===== src/rtl/pwm_carrier_pkg.sv =====
// Shared types for the PWM carrier stage.
//   carrier_mode_t : sawtooth (up-count) or triangle (up/down) carrier shape
//   carrier_dir_t  : current counting direction of the triangle carrier
package pwm_carrier_pkg;

    typedef enum logic {
        CARRIER_SAWTOOTH = 1'b0,
        CARRIER_TRIANGLE = 1'b1
    } carrier_mode_t;

    typedef enum logic {
        DIR_UP   = 1'b0,
        DIR_DOWN = 1'b1
    } carrier_dir_t;

endpackage


===== src/rtl/pwm_carrier_counter_compare.sv =====
// One PWM compare channel.
// Holds the channel's active compare value (shadow-loaded on i_load) and
// registers the raw PWM bit so that it lines up with the carrier counter.
// Ports:
//   clockIn      : system clock
//   reset        : synchronous, active-low reset
//   i_load       : load event, copy i_compare_in into the active register
//   i_force_low  : carrier stopped, force the PWM bit low
//   i_compare_in : shadow compare value for this channel
//   i_next_count : carrier value that becomes current on this edge
//   o_pwm        : registered PWM bit, high while count < active compare
module pwm_compare_channel
    import pwm_carrier_pkg::*;
#(
    parameter int COUNTER_WIDTH = 16
) (
    input  logic                     clockIn,
    input  logic                     reset,
    input  logic                     i_load,
    input  logic                     i_force_low,
    input  logic [COUNTER_WIDTH-1:0] i_compare_in,
    input  logic [COUNTER_WIDTH-1:0] i_next_count,
    output logic                     o_pwm
);

    logic [COUNTER_WIDTH-1:0] r_compare_act;
    logic                     r_pwm;
    logic [COUNTER_WIDTH-1:0] w_compare_eff;

    // On a load edge the new compare already governs the count that starts
    // the new period, so compare against the incoming value directly.
    assign w_compare_eff = i_load ? i_compare_in : r_compare_act;

    always_ff @(posedge clockIn) begin
        if (!reset) begin
            r_compare_act <= '0;
            r_pwm         <= 1'b0;
        end else begin
            if (i_load) begin
                r_compare_act <= i_compare_in;
            end
            r_pwm <= i_force_low ? 1'b0 : (i_next_count < w_compare_eff);
        end
    end

    assign o_pwm = r_pwm;

endmodule


===== src/rtl/pwm_carrier_counter.sv =====
// PWM carrier counter.
// Advances a sawtooth or triangle carrier by one per timebase tick, compares
// it against per-channel compare values and emits a period-start pulse.
// Period, compare and mode are shadow-buffered and only take effect at the
// period boundary (or continuously while the carrier is disabled).
// Ports:
//   clockIn      : system clock
//   reset        : synchronous, active-low reset
//   enable       : run enable; low holds the carrier at 0
//   timebase     : single-cycle advance tick
//   counter_mode : 0 sawtooth, 1 triangle (shadow)
//   period_in    : carrier peak value (shadow)
//   compare_in   : per-channel compare, channel i at [i*W +: W] (shadow)
//   counter_out  : current carrier value
//   pwm_out      : raw PWM, bit i high while counter < compare i
//   period_start : one-clock pulse when the carrier returns to 0
module pwm_carrier_counter
    import pwm_carrier_pkg::*;
#(
    parameter int COUNTER_WIDTH = 16,
    parameter int N_CHANNELS    = 3
) (
    input  logic                                clockIn,
    input  logic                                reset,
    input  logic                                enable,
    input  logic                                timebase,
    input  logic                                counter_mode,
    input  logic [COUNTER_WIDTH-1:0]            period_in,
    input  logic [N_CHANNELS*COUNTER_WIDTH-1:0] compare_in,
    output logic [COUNTER_WIDTH-1:0]            counter_out,
    output logic [N_CHANNELS-1:0]               pwm_out,
    output logic                                period_start
);

    logic [COUNTER_WIDTH-1:0] r_count;
    logic [COUNTER_WIDTH-1:0] r_period_act;
    carrier_mode_t            r_mode_act;
    carrier_dir_t             r_dir;
    logic                     r_period_start;

    logic [COUNTER_WIDTH-1:0] w_count_next;
    carrier_dir_t             w_dir_next;
    logic                     w_load;
    logic                     w_period_start_next;
    logic [COUNTER_WIDTH-1:0] w_count_inc;
    logic [COUNTER_WIDTH-1:0] w_count_dec;

    assign w_count_inc = r_count + 1'b1;
    assign w_count_dec = r_count - 1'b1;

    always_comb begin
        w_count_next        = r_count;
        w_dir_next          = r_dir;
        w_load              = 1'b0;
        w_period_start_next = 1'b0;

        if (!enable) begin
            // Stopped: park at 0 and keep tracking the shadow inputs so a
            // restart begins with whatever is currently programmed.
            w_count_next = '0;
            w_dir_next   = DIR_UP;
            w_load       = 1'b1;
        end else if (timebase) begin
            if (r_mode_act == CARRIER_SAWTOOTH) begin
                // >= rather than == so an out-of-range count still wraps.
                if (r_count >= r_period_act) begin
                    w_count_next        = '0;
                    w_load              = 1'b1;
                    w_period_start_next = 1'b1;
                end else begin
                    w_count_next = w_count_inc;
                end
            end else begin
                if (r_period_act == '0) begin
                    w_count_next        = '0;
                    w_load              = 1'b1;
                    w_period_start_next = 1'b1;
                end else if (r_dir == DIR_UP) begin
                    if (r_count >= r_period_act) begin
                        // Safety turn-around if the count is already at/above peak.
                        w_count_next = w_count_dec;
                        w_dir_next   = DIR_DOWN;
                    end else begin
                        w_count_next = w_count_inc;
                        if (w_count_inc >= r_period_act) begin
                            w_dir_next = DIR_DOWN;
                        end
                    end
                end else begin
                    // <= 1 also catches a stray 0 while counting down.
                    if (r_count <= COUNTER_WIDTH'(1)) begin
                        w_count_next        = '0;
                        w_load              = 1'b1;
                        w_period_start_next = 1'b1;
                    end else begin
                        w_count_next = w_count_dec;
                    end
                end
            end
        end

        // Every new period starts counting up, whatever the new mode is.
        if (w_load) begin
            w_dir_next = DIR_UP;
        end
    end

    always_ff @(posedge clockIn) begin
        if (!reset) begin
            r_count        <= '0;
            r_period_act   <= '0;
            r_mode_act     <= CARRIER_SAWTOOTH;
            r_dir          <= DIR_UP;
            r_period_start <= 1'b0;
        end else begin
            r_count        <= w_count_next;
            r_dir          <= w_dir_next;
            r_period_start <= w_period_start_next;
            if (w_load) begin
                r_period_act <= period_in;
                r_mode_act   <= carrier_mode_t'(counter_mode);
            end
        end
    end

    genvar gi;
    generate
        for (gi = 0; gi < N_CHANNELS; gi++) begin : g_channel
            pwm_compare_channel #(
                .COUNTER_WIDTH(COUNTER_WIDTH)
            ) u_channel (
                .clockIn     (clockIn),
                .reset       (reset),
                .i_load      (w_load),
                .i_force_low (!enable),
                .i_compare_in(compare_in[gi*COUNTER_WIDTH +: COUNTER_WIDTH]),
                .i_next_count(w_count_next),
                .o_pwm       (pwm_out[gi])
            );
        end
    endgenerate

    assign counter_out  = r_count;
    assign period_start = r_period_start;

endmodule


===== config.mk =====
export PLATFORM = sky130hd
export DESIGN_NAME = pwm_carrier_counter
export DESIGN_NICKNAME = d
export VERILOG_FILES = /design/src/rtl/pwm_carrier_pkg.sv /design/src/rtl/pwm_carrier_counter_compare.sv /design/src/rtl/pwm_carrier_counter.sv
export SDC_FILE = /design/constraint.sdc
export NUM_CORES = 1
export LEC_CHECK = 0
export BUFFER_PORTS_ARGS = -buffer_cell sky130_fd_sc_hd__buf_2
export CORE_AREA = 2 2 125 127
export CTS_CLUSTER_SIZE = 16
export DETAILED_ROUTE_END_ITERATION = 10
export DIE_AREA = 0 0 127 129
export PLACE_DENSITY = 0.68
export SYNTH_ARGS = -nofsm -noshare
export SYNTH_HDL_FRONTEND = slang
export SYNTH_SLANG_ARGS = --single-unit

===== constraint.sdc =====
create_clock -name clockIn -period 12.25 [get_ports clockIn]
set_input_delay 0.6125 -clock clockIn [delete_from_list [all_inputs] [get_ports clockIn]]
set_output_delay 0.6125 -clock clockIn [all_outputs]
set_load 0.05 [all_outputs]

### Yosys cells after proc, flatten, opt, wreduce, memory -nomap -nowiden

Index checks and enable logic that the tools add are counted.

* register bits after elaboration: 86
* bits in latches: 0
* RAM bits: 0
* memory bits (read-only): 0
* output and inout bits: 20
* word-level logic and storage cells: 47
* memories: 0

* add/sub/neg operators: 2
* multiply operators: 0
* div/mod/pow operators: 0
* order comparisons: 6
* eq/ne operators: 0
* shift-type cells: 0
* multiplexer cells: 21
* bitwise logic cells: 3
* reduce and logical (&&, ||, !) cells: 4

Operator list (count)
* $mux W16: 11
* $lt A16 B16 Y1: 3
* $ge A16 B16 Y1: 2
* $add A16 B1 Y16 const B: 1
* $le A16 B1 Y1 const B: 1
* $logic_not A16 Y1: 1
* $sub A16 B1 Y16 const B: 1
* $mux W1: 10
* $not A1 Y1: 3
* $reduce_and A3 Y1: 1
* $reduce_or A3 Y1: 1
* $reduce_and A2 Y1: 1

### Longest topological paths before layout

Gate-level depths: netlist of the first run.

* depth in word-level cells: 9
* gate-level depth with buffers: 20
* depth with buffers taken out: 17

### Hierarchy

A second synthesis of the first run with hierarchy kept.

* cells, all modules: 722
* area total of the unflattened synthesis: 6357.3 um^2

By module, submodules not included
* pwm_carrier_counter: times used 1, cells each 452, area an instance 3470.8 um^2
* pwm_compare_channel: times used 3, cells each 90, area an instance 962.2 um^2

### Least setup slack after synthesis of the first run

OpenSTA, ideal clock, no wires.

* path type: reg2reg
* start: reg r_count[0] (netlist: counter_out[0])
* end: reg g_channel[1].u_channel.r_pwm
* arrival: 4.454 ns
* data required time: 12.169 ns
* path slack: 7.716 ns
* stages on the path, launching flop included: 21
* path buffers: 3
* period minus slack after synthesis: 4.534 ns
* path through: dfxtp_1 -> clkbuf_1 -> inv_1 -> ha_1 -> nand2b_1 -> a2111oi_0 -> or4_1 -> buf_2 -> nand3_1 -> o21ai_2 -> buf_2 -> a32oi_1 -> o21ai_0 -> ha_1 -> nand3_1 -> or3_1 -> nor3_1 -> o31a_1 -> a2111oi_0 -> o221ai_1 -> a41oi_1

RTL lines
* start: declaration: RTL line pwm_carrier_counter.sv:35 `logic [COUNTER_WIDTH-1:0] r_count;`
* start signal: assignment: RTL line pwm_carrier_counter.sv:116 `r_count <= w_count_next;`
* $add A16 B1 Y16 (tied with other cells): RTL line pwm_carrier_counter.sv:48 `assign w_count_inc = r_count + 1'b1;`
* $mux W16, on equally long branches: RTL line pwm_carrier_counter.sv:79, pwm_carrier_counter.sv:91
* $mux W16: RTL line pwm_carrier_counter.sv:78 `end else if (r_dir == DIR_UP) begin`
* $mux W16: RTL line pwm_carrier_counter.sv:74 `if (r_period_act == '0) begin`
* $mux W16 *: RTL line pwm_carrier_counter.sv:64 `if (r_mode_act == CARRIER_SAWTOOTH) begin`
* $mux W16 *: RTL line pwm_carrier_counter.sv:63 `end else if (timebase) begin`
* $mux W16 *: RTL line pwm_carrier_counter.sv:57 `if (!enable) begin`
* via g_channel[0].u_channel.i_next_count[14]: RTL line pwm_carrier_counter_compare.sv:22 `input logic [COUNTER_WIDTH-1:0] i_next_count,`
* $lt A16 B16 Y1 *: RTL line pwm_carrier_counter_compare.sv:42 `r_pwm <= i_force_low ? 1'b0 : (i_next_count < w_compare_eff);`
* end signal: assignment: RTL line pwm_carrier_counter_compare.sv:42
* end: declaration: RTL line pwm_carrier_counter_compare.sv:27 `logic r_pwm;`

Mark *: on every way through the listed nets, which the timed path passes. The rest lies on a longest branch.
A chain may end at the register's enable or synchronous reset.

### Final worst setup path of the first run

* start: reg r_count[11] (netlist: counter_out[11])
* end: reg g_channel[0].u_channel.r_pwm

RTL lines (RTL line)
* $ge A16 B16 Y1 / $le A16 B1 Y1 (equally long branches): pwm_carrier_counter.sv:66, pwm_carrier_counter.sv:79, pwm_carrier_counter.sv:91
* $mux W16, on equally long branches: pwm_carrier_counter.sv:79, pwm_carrier_counter.sv:91
* $mux W16: pwm_carrier_counter.sv:78
* $mux W16: pwm_carrier_counter.sv:74
* $mux W16 *: pwm_carrier_counter.sv:64
* $mux W16 *: pwm_carrier_counter.sv:63
* $mux W16 *: pwm_carrier_counter.sv:57
* via g_channel[0].u_channel.i_next_count[6]: pwm_carrier_counter_compare.sv:22
* $lt A16 B16 Y1 *: pwm_carrier_counter_compare.sv:42
* end signal: assignment: pwm_carrier_counter_compare.sv:42
* end: declaration: pwm_carrier_counter_compare.sv:27

Marks and branches as above.

==> results of run 1 <==
==> worst min-delay path, cell delays in order, from the launching register on <==
cell and delay (ps):
dfxtp_1 310, nand2_1 50, a21oi_1 50
==> power by group <==
group	total (mW)	internal [mW]	switching, mW
Sequential	0.310	0.298	0.0120
Clock	0.274	0.159	0.115
Combinational	0.168	0.0669	0.101
==> metal layers <==
metal  share of wire  vias to the layer above
li1                -                     2621
met1            0.47                     2419
met4           0.035                        0
met2            0.44                      189
met5               0                        -
met3           0.050                       45
==> kinds of logic (layout without fill, tap and decap cells) <==
| logic type | count (synthesis) | after routing | share of synthesized area |
|---|---|---|---|
| AO/OA/AOI/OAI | 148 | 148 | 0.1715 |
| XOR/XNOR | 18 | 18 | 0.02651 |
| adder cells (fa/ha/maj) | 80 | 80 | 0.1683 |
| buffers and inverters | 70 | 136 | 0.05554 |
| flip-flops | 86 | 86 | 0.2895 |
| multiplexers | 48 | 48 | 0.09867 |
| AND/OR/NAND/NOR | 236 | 236 | 0.1900 |
==> flip-flops by register name, summed over array words and instances, names as in the netlist <==
signal / cells
counter_out: 16
r_mode_act: 1
g_channel.u_channel.r_compare_act: 48
r_period_act: 16
g_channel.u_channel.o_pwm: 3
r_dir: 1
period_start: 1
==> metrics by stage <==
| step | setup slack [ps] | utilization | instance area, µm² |
|---|---|---|---|
| 2_1_floorplan | 7716 | - | 5947 |
| 3_3_place_gp | 6914 | 0.4297 | 6435 |
| 3_5_place_dp | 6863 | 0.4297 | 6435 |
| 4_1_cts | 6789 | 0.4491 | 6726 |
| 5_1_grt | 6147 | 0.4491 | 6726 |
| 6_report | 6683 | 0.4491 | 6726 |
==> cell usage in the layout, fill, tap and decap left out, types with 9 or more instances in the layout <==
| cell type | count |
|---|---|
| mux2i_2 | 28 |
| nor3_1 | 11 |
| nand4_1 | 16 |
| clkbuf_16 | 9 |
| a21o_1 | 13 |
| nand2_1 | 61 |
| dfxtp_1 | 86 |
| ha_1 | 80 |
| mux2i_1 | 19 |
| buf_2 | 88 |
| inv_1 | 28 |
| and3_1 | 9 |
| o21ai_0 | 24 |
| xnor2_1 | 12 |
| a21oi_1 | 44 |
| nor2_1 | 73 |
| nand3_1 | 26 |
==> layout make-up <==
class / instances / area, µm²
well taps: 188 / 235.2
fillers: 1523 / 8250
multi-input cells: 530 / 3906
flip-flops and latches: 86 / 1722
repair buffers: 91 / 462.9
inverters: 29 / 108.9
clock buffers: 11 / 232.7
clock inverters: 5 / 58.81
==> worst min path at each step <==
| stage | from | endpoint | cells past startpoint |
|---|---|---|---|
| final | g_channel[2].u_channel.r_compare_act[0] | g_channel[2].u_channel.r_compare_act[0] | 2 |
| after global routing | g_channel[2].u_channel.r_compare_act[0] | g_channel[2].u_channel.r_compare_act[0] | 2 |
| after CTS | g_channel[1].u_channel.r_compare_act[0] | g_channel[1].u_channel.r_compare_act[0] | 2 |
| after detailed placement | g_channel[1].u_channel.r_compare_act[0] | g_channel[1].u_channel.r_compare_act[0] | 2 |
| after global placement | g_channel[1].u_channel.r_compare_act[0] | g_channel[1].u_channel.r_compare_act[0] | 2 |
| after floorplan | g_channel[0].u_channel.r_compare_act[0] | g_channel[0].u_channel.r_compare_act[0] | 2 |
==> flow_metrics.py, run 1 <==
metrics = {
    "status": {
        "status": "complete, no violations",
    },
    "routing": {
        "wl_per_cell_um": 17.55,
        "wl_um": 16500,
        "vias_per_cell": 5.611,
        "initialDrtViolationCount": 362,
        "num_vias": 5274,
        "drtPass1Iterations": 5,
        "route.detailed.drc": 0,
        "ant_nets": 0,
    },
    "clock_network": {
        "cts-buffers-inserted": 9,
        "htreeDepth": 3,
        "cts_hold_buf": 0,
        "clk_pin_slew_ps": 70,
        "clockBufferDepth": 2,
        "cts_root_buf": "clkbuf_16",
        "cts.sinks": 86,
        "clock_latency_ps": 340,
        "post_cts_buffers": 0,
        "cts_tree": "built",
        "post_cts_resized": 0,
    },
    "setup_path": {
        "critPathBufInv": 0,
        "path_max_fanout": 14,
        "rr_endpoint": "g_channel[0].u_channel.o_pwm",
        "critPathLaunch": "counter_out[11]",
        "cp_cell_sequence": "ha_1, and2_0, a221o_1, a211oi_2, nand3_1, o21ai_2, a221oi_1, a2111oi_1, ha_1, nand4_1, nor3_1, o31a_1, a2111oi_0, o221ai_1, a41oi_1",
        "start_kind": "flop",
        "critPathArrivalTime_ps": 5830,
        "slowest_stage": "a2111oi_1",
        "r2r_setup_slack_ps": 6680,
        "end_kind": "flop",
        "worst-setup-path-type": "reg -> reg",
        "r2r_start": "counter_out[11]",
        "path_delay_family": "compound AO/OA/AOI/OAI gates",
        "required_ps": 12510,
        "crit_path_max_incr_delay_ps": 1040,
        "cp_common_cell": "ha_1",
        "r2r_cells": 15,
        "cp_num_cells": 15,
        "setup.worst_path.end": "g_channel[0].u_channel.o_pwm",
    },
    "synthesis": {
        "synth.most_common_cell": "dfxtp_1",
        "synth_seq_cells": 86,
        "synthCells": 686,
        "ys_warn_count": 0,
        "yosys.area.top_type": "dfxtp_1",
        "synth_edf_count": 0,
        "synth_sequential_area_ratio": 0.2895,
        "ys_top_cells_by_area": "dfxtp_1, ha_1, mux2i_2",
        "synth-main-ff-cell": "dfxtp_1",
        "synth_commonest_cells": "dfxtp_1, ha_1, nor2_1, nand2_1, a21oi_1",
        "syn_avg_cell_area_um2": 8.669,
        "synth_top_area_frac": 0.2895,
        "async_flop_share": 0,
        "synth.distinct_cells": 65,
        "mappedNetlistArea_um2": 5947,
        "syn_nets": 835,
    },
    "global_route": {
        "grt_util_all_layers": 0.2075,
        "use_met2": 0.3226,
        "met3_usage": 0.03451,
        "grt_pass1_vias": 5064,
        "grt_use_met1": 0.2834,
        "grt_max_degree": 69,
        "busiest_layer": "met2",
        "antenna_found_initial": 0,
        "overflow": 0,
        "grt_first_pass_wirelength_um": 26710,
    },
    "timing": {
        "timing.hold.ws_ps": 461.6,
        "rsz0062_at_grt": "false",
        "max_freq_ghz": 0.1796,
        "setup_violations": 0,
        "tns_ps": 0,
        "fin_skew_ps": 8.250,
        "hold_violations": 0,
        "finalCritPeriodShare": 0.4544,
        "drv_slew": 0,
        "period_minus_slack_ps": 5567,
        "worstMarginPinSlew_ps": 1227,
        "maxSlewHeadroom": 0.1743,
    },
    "floorplan": {
        "die_y_um": 129,
        "core_um2": 14980,
        "rows": 45,
        "start_util": 0.3971,
        "io_pins": 89,
        "dieArea_um2": 16380,
        "die_w_um": 127,
    },
    "placed_design": {
        "placement.io_buffers": 88,
        "dpl.hpwl_um": 12460,
        "dp_cells": 924,
        "routabilityCongestion": 0.8875,
    },
    "final_layout": {
        "nNetsFinal": 896,
        "area_delta_synth_final_pct": 13.11,
        "stdcell_count": 940,
        "antennaDiodeCount": 0,
        "layout-drive-gt1-share": 0.1968,
    },
    "job": {
        "cap_viol_max_count": 0,
    },
    "power": {
        "power.total_mw": 0.7509,
        "ir_worst_vdd_mv": 0.05158,
        "pwr_density_cell_nw_per_um2": 111.6,
        "leakage_nw": 3.019,
    },
    "worst_hold_path": {
        "hp-class": "reg -> reg",
    },
}
No activity file was read; power rests on OpenSTA's default activity.
==> run 2, diff against run 1 <==
Settings changed: PLACE_DENSITY 0.68 to 0.7.
Clock period 12.25 ns to 4.8 ns, I/O delays scaled along.
==> run 2 against run 1 <==
Net effect: global-route usage up 0.84 points; power rose to 2.6 times the previous value; cell count up 2.6%; largest power group unchanged; setup slack worse by 6300 ps; final area up 4.0%; critical path depth up 2; first-iteration DRC count up 22%; combinational power rose to 2.7 times the previous value; critical endpoint unchanged; count of clock-buffer cells in the layout down 1; wire length up 4.9%.
==> flow_metrics.py, run 2 (synthesized netlist as in run 1, its figures left out) <==
metrics = {
    "floorplan": {
        "die_y_um": 129,
        "die_w_um": 127,
        "start_util": 0.3971,
        "core_um2": 14980,
        "rows": 45,
        "dieArea_um2": 16380,
        "io_pins": 89,
    },
    "timing": {
        "period_minus_slack_ps": 4450,
        "fin_skew_ps": 10.15,
        "setup_violations": 0,
        "tns_ps": 0,
        "max_freq_ghz": 0.2247,
        "maxSlewHeadroom": 0.5149,
        "worstMarginPinSlew_ps": 725.0,
        "rsz0062_at_grt": "true",
        "setup_slack_ps": 350.0,
        "drv_slew": 0,
        "finalCritPeriodShare": 0.9271,
        "hold_violations": 0,
    },
    "power": {
        "ir_worst_vdd_mv": 0.1935,
        "pwr_density_cell_nw_per_um2": 283.1,
        "leakage_nw": 3.170,
    },
    "placed_design": {
        "routabilityCongestion": 0.9528,
        "dpl.hpwl_um": 13010,
        "placement.io_buffers": 88,
        "place_ws_ps": 204.5,
        "dp_cells": 948,
    },
    "routing": {
        "wl_met3_um": 1109,
        "top_layer": "met4",
        "wl_um": 17300,
        "num_vias": 5478,
        "initialDrtViolationCount": 441,
        "route.detailed.drc": 0,
        "wl_met1_um": 7767,
        "wl_met2_um": 7763,
        "vias_per_cell": 5.683,
        "drtPass1Iterations": 5,
        "wl_per_cell_um": 17.95,
        "ant_nets": 0,
    },
    "final_layout": {
        "layout-drive-gt1-share": 0.2384,
        "largest_register_ffs": 48,
        "stdcell_count": 964,
        "nNetsFinal": 920,
        "final_common_cell": "buf_2",
        "area_delta_synth_final_pct": 17.65,
        "layout.cells.most_common_list": "buf_2, dfxtp_1, ha_1, nor2_1, nand2_1",
        "top_register": "g_channel.u_channel.r_compare_act",
        "final_util": 0.4672,
        "antennaDiodeCount": 0,
    },
    "setup_path": {
        "worst-setup-path-type": "reg -> reg",
        "end_kind": "flop",
        "crit_path_max_incr_delay_ps": 540,
        "cp_cell_sequence": "inv_1, ha_1, a21o_1, a221o_1, a211oi_2, nand3_1, o21ai_2, a221oi_2, a2111oi_1, buf_4, ha_1, nand4_1, nor3_1, o31a_1, a2111oi_1, o221ai_1, a41oi_1",
        "required_ps": 5080,
        "critPathArrivalTime_ps": 4730,
        "path_delay_family": "compound AO/OA/AOI/OAI gates",
        "slowest_stage": "o21ai_2",
        "critPathBufInv": 2,
        "start_kind": "flop",
        "path_max_fanout": 14,
    },
    "global_route": {
        "grt_max_degree": 68,
        "grt_util_all_layers": 0.2158,
        "grt_pass1_vias": 5340,
        "grt_first_pass_wirelength_um": 27560,
        "overflow": 0,
        "antenna_found_initial": 0,
    },
    "clock_network": {
        "cts-buffers-inserted": 9,
        "cts_root_buf": "clkbuf_16",
        "htreeDepth": 3,
        "clk_pin_slew_ps": 70,
        "clock_latency_ps": 360,
        "clockBufferDepth": 2,
        "cts.sinks": 86,
        "cts_tree": "built",
    },
    "worst_hold_path": {
        "hp-class": "in -> reg",
    },
    "job": {
        "cap_viol_max_count": 0,
    },
    "status": {
        "status": "complete, no violations",
    },
}
[run 2: area by class of cell]
type,instances,area (µm²)
Tap cell,188,235.2
Timing Repair Buffer,115,655.6
Inverter,29,108.9
Multi-Input combinational cell,530,3968
Clock buffer,10,239.0
Clock inverter,6,68.82
Fill cell,1484,7980
Sequential cell,86,1722
[run 2: worst paths after layout]
| path | startpoint | end | slack, ps | cells after the start |
|---|---|---|---|---|
| min reg2reg | g_channel[0].u_channel.r_compare_act[0] | g_channel[0].u_channel.r_compare_act[0] | 460 | 2 |
| max reg2reg | r_period_act[9] | g_channel[0].u_channel.o_pwm | 350 | 17 |
| min | period_in[12] | r_period_act[12] | 120 | 3 |
| max | r_period_act[9] | g_channel[0].u_channel.o_pwm | 350 | 17 |
[run 2: per-stage QoR]
stage / hold slack (ps) / power (mW) / cell area, µm²
final: 115.3 / 1.981 / 6997
after floorplan: 376.0 / 1.120 / 5947
after global placement: 442.9 / 1.240 / 6628
after global routing: 121.4 / 2.079 / 6997
after detailed placement: 449.5 / 1.245 / 6628
after CTS: 108.4 / 1.985 / 6935
[run 2: tightest hold or removal path: cells and delay by family]
kind            cells  cell delay, ps
buf+inv             1             100
simple gates        1              40
compound gates      1              50
[run 2: layer usage]
metal | up-vias | GRT usage
met5 | - | 0
met2 | 208 | 0.3400
li1 | 2665 | -
met4 | 0 | 0.1054
met1 | 2556 | 0.2851
met3 | 49 | 0.04158
[run 2: repair_timing]
| item | in CTS | in global routing |
|---|---|---|
| setup buffers | 0 | 0 |
| resized for setup | 0 | 17 |
| endpoints found under the setup margin | 0 | 3 |
| endpoints found under the hold margin | 0 | 0 |
| hold buffers | 0 | 0 |
[run 2: power by group]
part	internal [mW]	switching (mW)	total [mW]
Combinational	0.184	0.272	0.457
Sequential	0.759	0.0255	0.785
Clock	0.421	0.318	0.739
Total	1.36	0.616	1.98
==> run 3, diff against run 2 <==
Settings changed: ABC_AREA set to 1, CORE_AREA 2 2 125 127 to 2 2 126 128, DIE_AREA 0 0 127 129 to 0 0 128 130.
==> run 3 against run 2 <==
Net effect: first-iteration DRC count is 21% lower; hold slack got worse by 1.6 ps; clock power shrank 2%; power is 5.9% higher; critical endpoint is now g_channel[2].u_channel.o_pwm; critical path type unchanged.
==> flow_metrics.py, run 3 <==
metrics = {
    "status": {
        "status": "complete, no violations",
    },
    "synthesis": {
        "synth-main-ff-cell": "dfxtp_1",
        "synth.area.mux_share": 0.07474,
        "synth_edf_count": 0,
        "ys_warn_count": 0,
        "synth_top_family_by_area": "simple AND/OR/NAND/NOR gates",
        "synth_sequential_area_ratio": 0.2857,
        "mappedNetlistArea_um2": 6027,
        "synthXorXnorAreaFrac": 0.02740,
        "synth.distinct_cells": 39,
        "synth_commonest_cells": "nand2_1, nor2_1, dfxtp_1, ha_1, inv_1",
        "synth_compound_area_frac": 0.1358,
        "synth_seq_cells": 86,
        "synthCells": 785,
        "ys_top_cells_by_area": "dfxtp_1, ha_1, mux2i_1",
        "synth_top_area_frac": 0.2857,
        "syn_nets": 934,
        "yosys.area.top_type": "dfxtp_1",
        "async_flop_share": 0,
        "synth.most_common_cell": "nand2_1",
        "synthAdderAreaFrac": 0.1661,
        "syn_avg_cell_area_um2": 7.678,
        "synth_simple_gate_area_frac": 0.2242,
    },
    "placed_design": {
        "dpl.hpwl_um": 12160,
        "routabilityCongestion": 0.9511,
        "placement.io_buffers": 88,
    },
    "floorplan": {
        "dieArea_um2": 16640,
        "start_util": 0.3907,
        "core_um2": 15420,
        "die_y_um": 130,
        "die_w_um": 128,
        "io_pins": 89,
        "rows": 46,
    },
    "final_layout": {
        "seqCellArea_um2": 1722,
        "final_common_cell": "nand2_1",
        "top_register": "g_channel.u_channel.r_compare_act",
        "layout-drive-gt1-share": 0.1651,
        "area_delta_synth_final_pct": 13.66,
        "layout.cells.most_common_list": "nand2_1, nor2_1, buf_2, dfxtp_1, ha_1",
        "final.fill_count": 1600,
        "largest_register_ffs": 48,
        "nNetsFinal": 1011,
        "antennaDiodeCount": 0,
        "multi_input_area_um2": 3786,
        "final_util": 0.4441,
    },
    "setup_path": {
        "required_ps": 5090,
        "cp_cell_sequence": "ha_1, a21oi_1, o21ai_0, a21oi_1, nand2_2, nor2_2, inv_2, nand3b_1, o211ai_1, nand2_1, inv_1, nor3_1, ha_1, a21oi_1, nor2_1, a2111oi_0, nand2_1, a21oi_1",
        "path_max_fanout": 10,
        "critPathArrivalTime_ps": 4220,
        "rr_endpoint": "g_channel[2].u_channel.o_pwm",
        "crit_path_max_incr_delay_ps": 540,
        "cp_common_cell": "a21oi_1",
        "path_delay_family": "simple AND/OR/NAND/NOR gates",
        "end_kind": "flop",
        "slowest_stage": "dfxtp_1",
        "worst-setup-path-type": "reg -> reg",
        "start_kind": "flop",
        "r2r_start": "counter_out[9]",
        "r2r_cells": 18,
        "r2r_setup_slack_ps": 870,
        "critPathBufInv": 2,
    },
    "clock_network": {
        "clock_latency_ps": 360,
        "post_cts_buffers": 0,
        "htreeDepth": 3,
        "clk_pin_slew_ps": 70,
        "cts_tree": "built",
        "cts.sinks": 86,
        "cts-buffers-inserted": 9,
        "cts_hold_buf": 0,
        "post_cts_resized": 0,
        "cts_root_buf": "clkbuf_16",
        "clockBufferDepth": 2,
    },
    "routing": {
        "wl_um": 15680,
        "wl_per_cell_um": 14.82,
        "initialDrtViolationCount": 347,
        "route.detailed.drc": 0,
        "vias_per_cell": 5.121,
        "ant_nets": 0,
        "drtPass1Iterations": 5,
        "num_vias": 5418,
    },
    "worst_hold_path": {
        "hp-class": "in -> reg",
        "hp-start": "period_in[0]",
        "min_to": "r_period_act[0]",
        "worstHoldPathCells": 3,
    },
    "power": {
        "ir_worst_vdd_mv": 0.2470,
        "pwr_density_cell_nw_per_um2": 306.2,
        "leakage_nw": 3.505,
    },
    "timing": {
        "worstMarginPinSlew_ps": 985.2,
        "max_freq_ghz": 0.2542,
        "fin_skew_ps": 10.39,
        "drv_slew": 0,
        "period_minus_slack_ps": 3933,
        "maxSlewHeadroom": 0.3425,
        "tns_ps": 0,
        "hold_violations": 0,
        "rsz0062_at_grt": "false",
        "setup_violations": 0,
        "finalCritPeriodShare": 0.8194,
    },
    "global_route": {
        "antenna_found_initial": 0,
        "overflow": 0,
        "grt_max_degree": 52,
        "grt_first_pass_wirelength_um": 26140,
        "grt_util_all_layers": 0.1978,
        "grt_pass1_vias": 5214,
    },
    "job": {
        "cap_viol_max_count": 0,
    },
}
-- run 3: cell types whose count changed after synthesis, moves of 12 or more --
cell	before	now
mux2i_1	19	45
nand2_1	61	117
a21oi_1	45	58
nor2_1	73	100
a21o_1	13	0
inv_1	29	78
xnor2_1	12	0
mux2i_2	28	0
o21ai_0	24	50
-- run 3: stage by stage --
step / cell area (µm²) / std cells / hold WS (ps) / setup WS, ps / power, mW
floorplan: 6027 / 785 / 374.9 / 1215 / 1.250
global placement: 6553 / 1043 / 465.3 / 983.7 / 1.376
detailed placement: 6553 / 1043 / 478.8 / 952.4 / 1.387
CTS: 6850 / 1058 / 113.6 / 889.7 / 2.114
global route: 6850 / 1058 / 127.4 / 480.4 / 2.227
finish: 6850 / 1058 / 113.8 / 866.8 / 2.098
-- run 3: worst max-delay path by stage --
stage / start / end / slack (ps) / cells after the start
6_report: counter_out[9] / g_channel[2].u_channel.o_pwm / 870 / 18
5_1_grt: counter_out[0] / g_channel[2].u_channel.o_pwm / 480 / 24
4_1_cts: counter_out[9] / g_channel[2].u_channel.o_pwm / 890 / 18
3_5_place_dp: counter_out[9] / g_channel[2].u_channel.o_pwm / 950 / 18
3_3_place_gp: counter_out[9] / g_channel[2].u_channel.o_pwm / 980 / 19
2_1_floorplan: counter_out[0] / g_channel[2].u_channel.o_pwm / 1220 / 24
-- run 3: cells by family after synthesis --
group,count (synthesis)
buffers and inverters,116
adder cells (fa/ha/maj),80
multiplexers,45
AO/OA/AOI/OAI,139
XOR/XNOR,18
AND/OR/NAND/NOR,301
flip-flops,86
-- run 3: area by class of cell --
class / instances / share of cell area
clock inverter: 4 / 0.008037
tap: 192 / 0.03507
clock buffer: 11 / 0.03543
sequential: 86 / 0.2513
multi-input combinational: 583 / 0.5527
timing repair buffer: 91 / 0.06758
inverter: 91 / 0.04986
-- run 3: power by group --
group | leakage (nW) | internal, mW | switching [mW]
Clock | 0.143 | 0.419 | 0.304
Sequential | 0.711 | 0.767 | 0.0305
Combinational | 2.65 | 0.208 | 0.369
-- run 3: routing by layer --
| layer | GRT usage | part of all wire | wire [µm] |
|---|---|---|---|
| met1 | 0.2704 | 0.48 | 7562 |
| met2 | 0.3155 | 0.44 | 6877 |
| met3 | 0.04756 | 0.062 | 976 |
| met4 | 0.04977 | 0.017 | 266 |
| met5 | 0 | 0 | 0 |
-- run 3: worst reg2reg max path, cell delays in order, from the launching register on --
cell	delay [ps]
dfxtp_1	540
ha_1	320
a21oi_1	160
o21ai_0	110
a21oi_1	240
nand2_2	150
nor2_2	220
inv_2	150
nand3b_1	120
o211ai_1	90
nand2_1	90
inv_1	60
nor3_1	510
ha_1	360
a21oi_1	130
nor2_1	50
a2111oi_0	340
nand2_1	90
a21oi_1	120
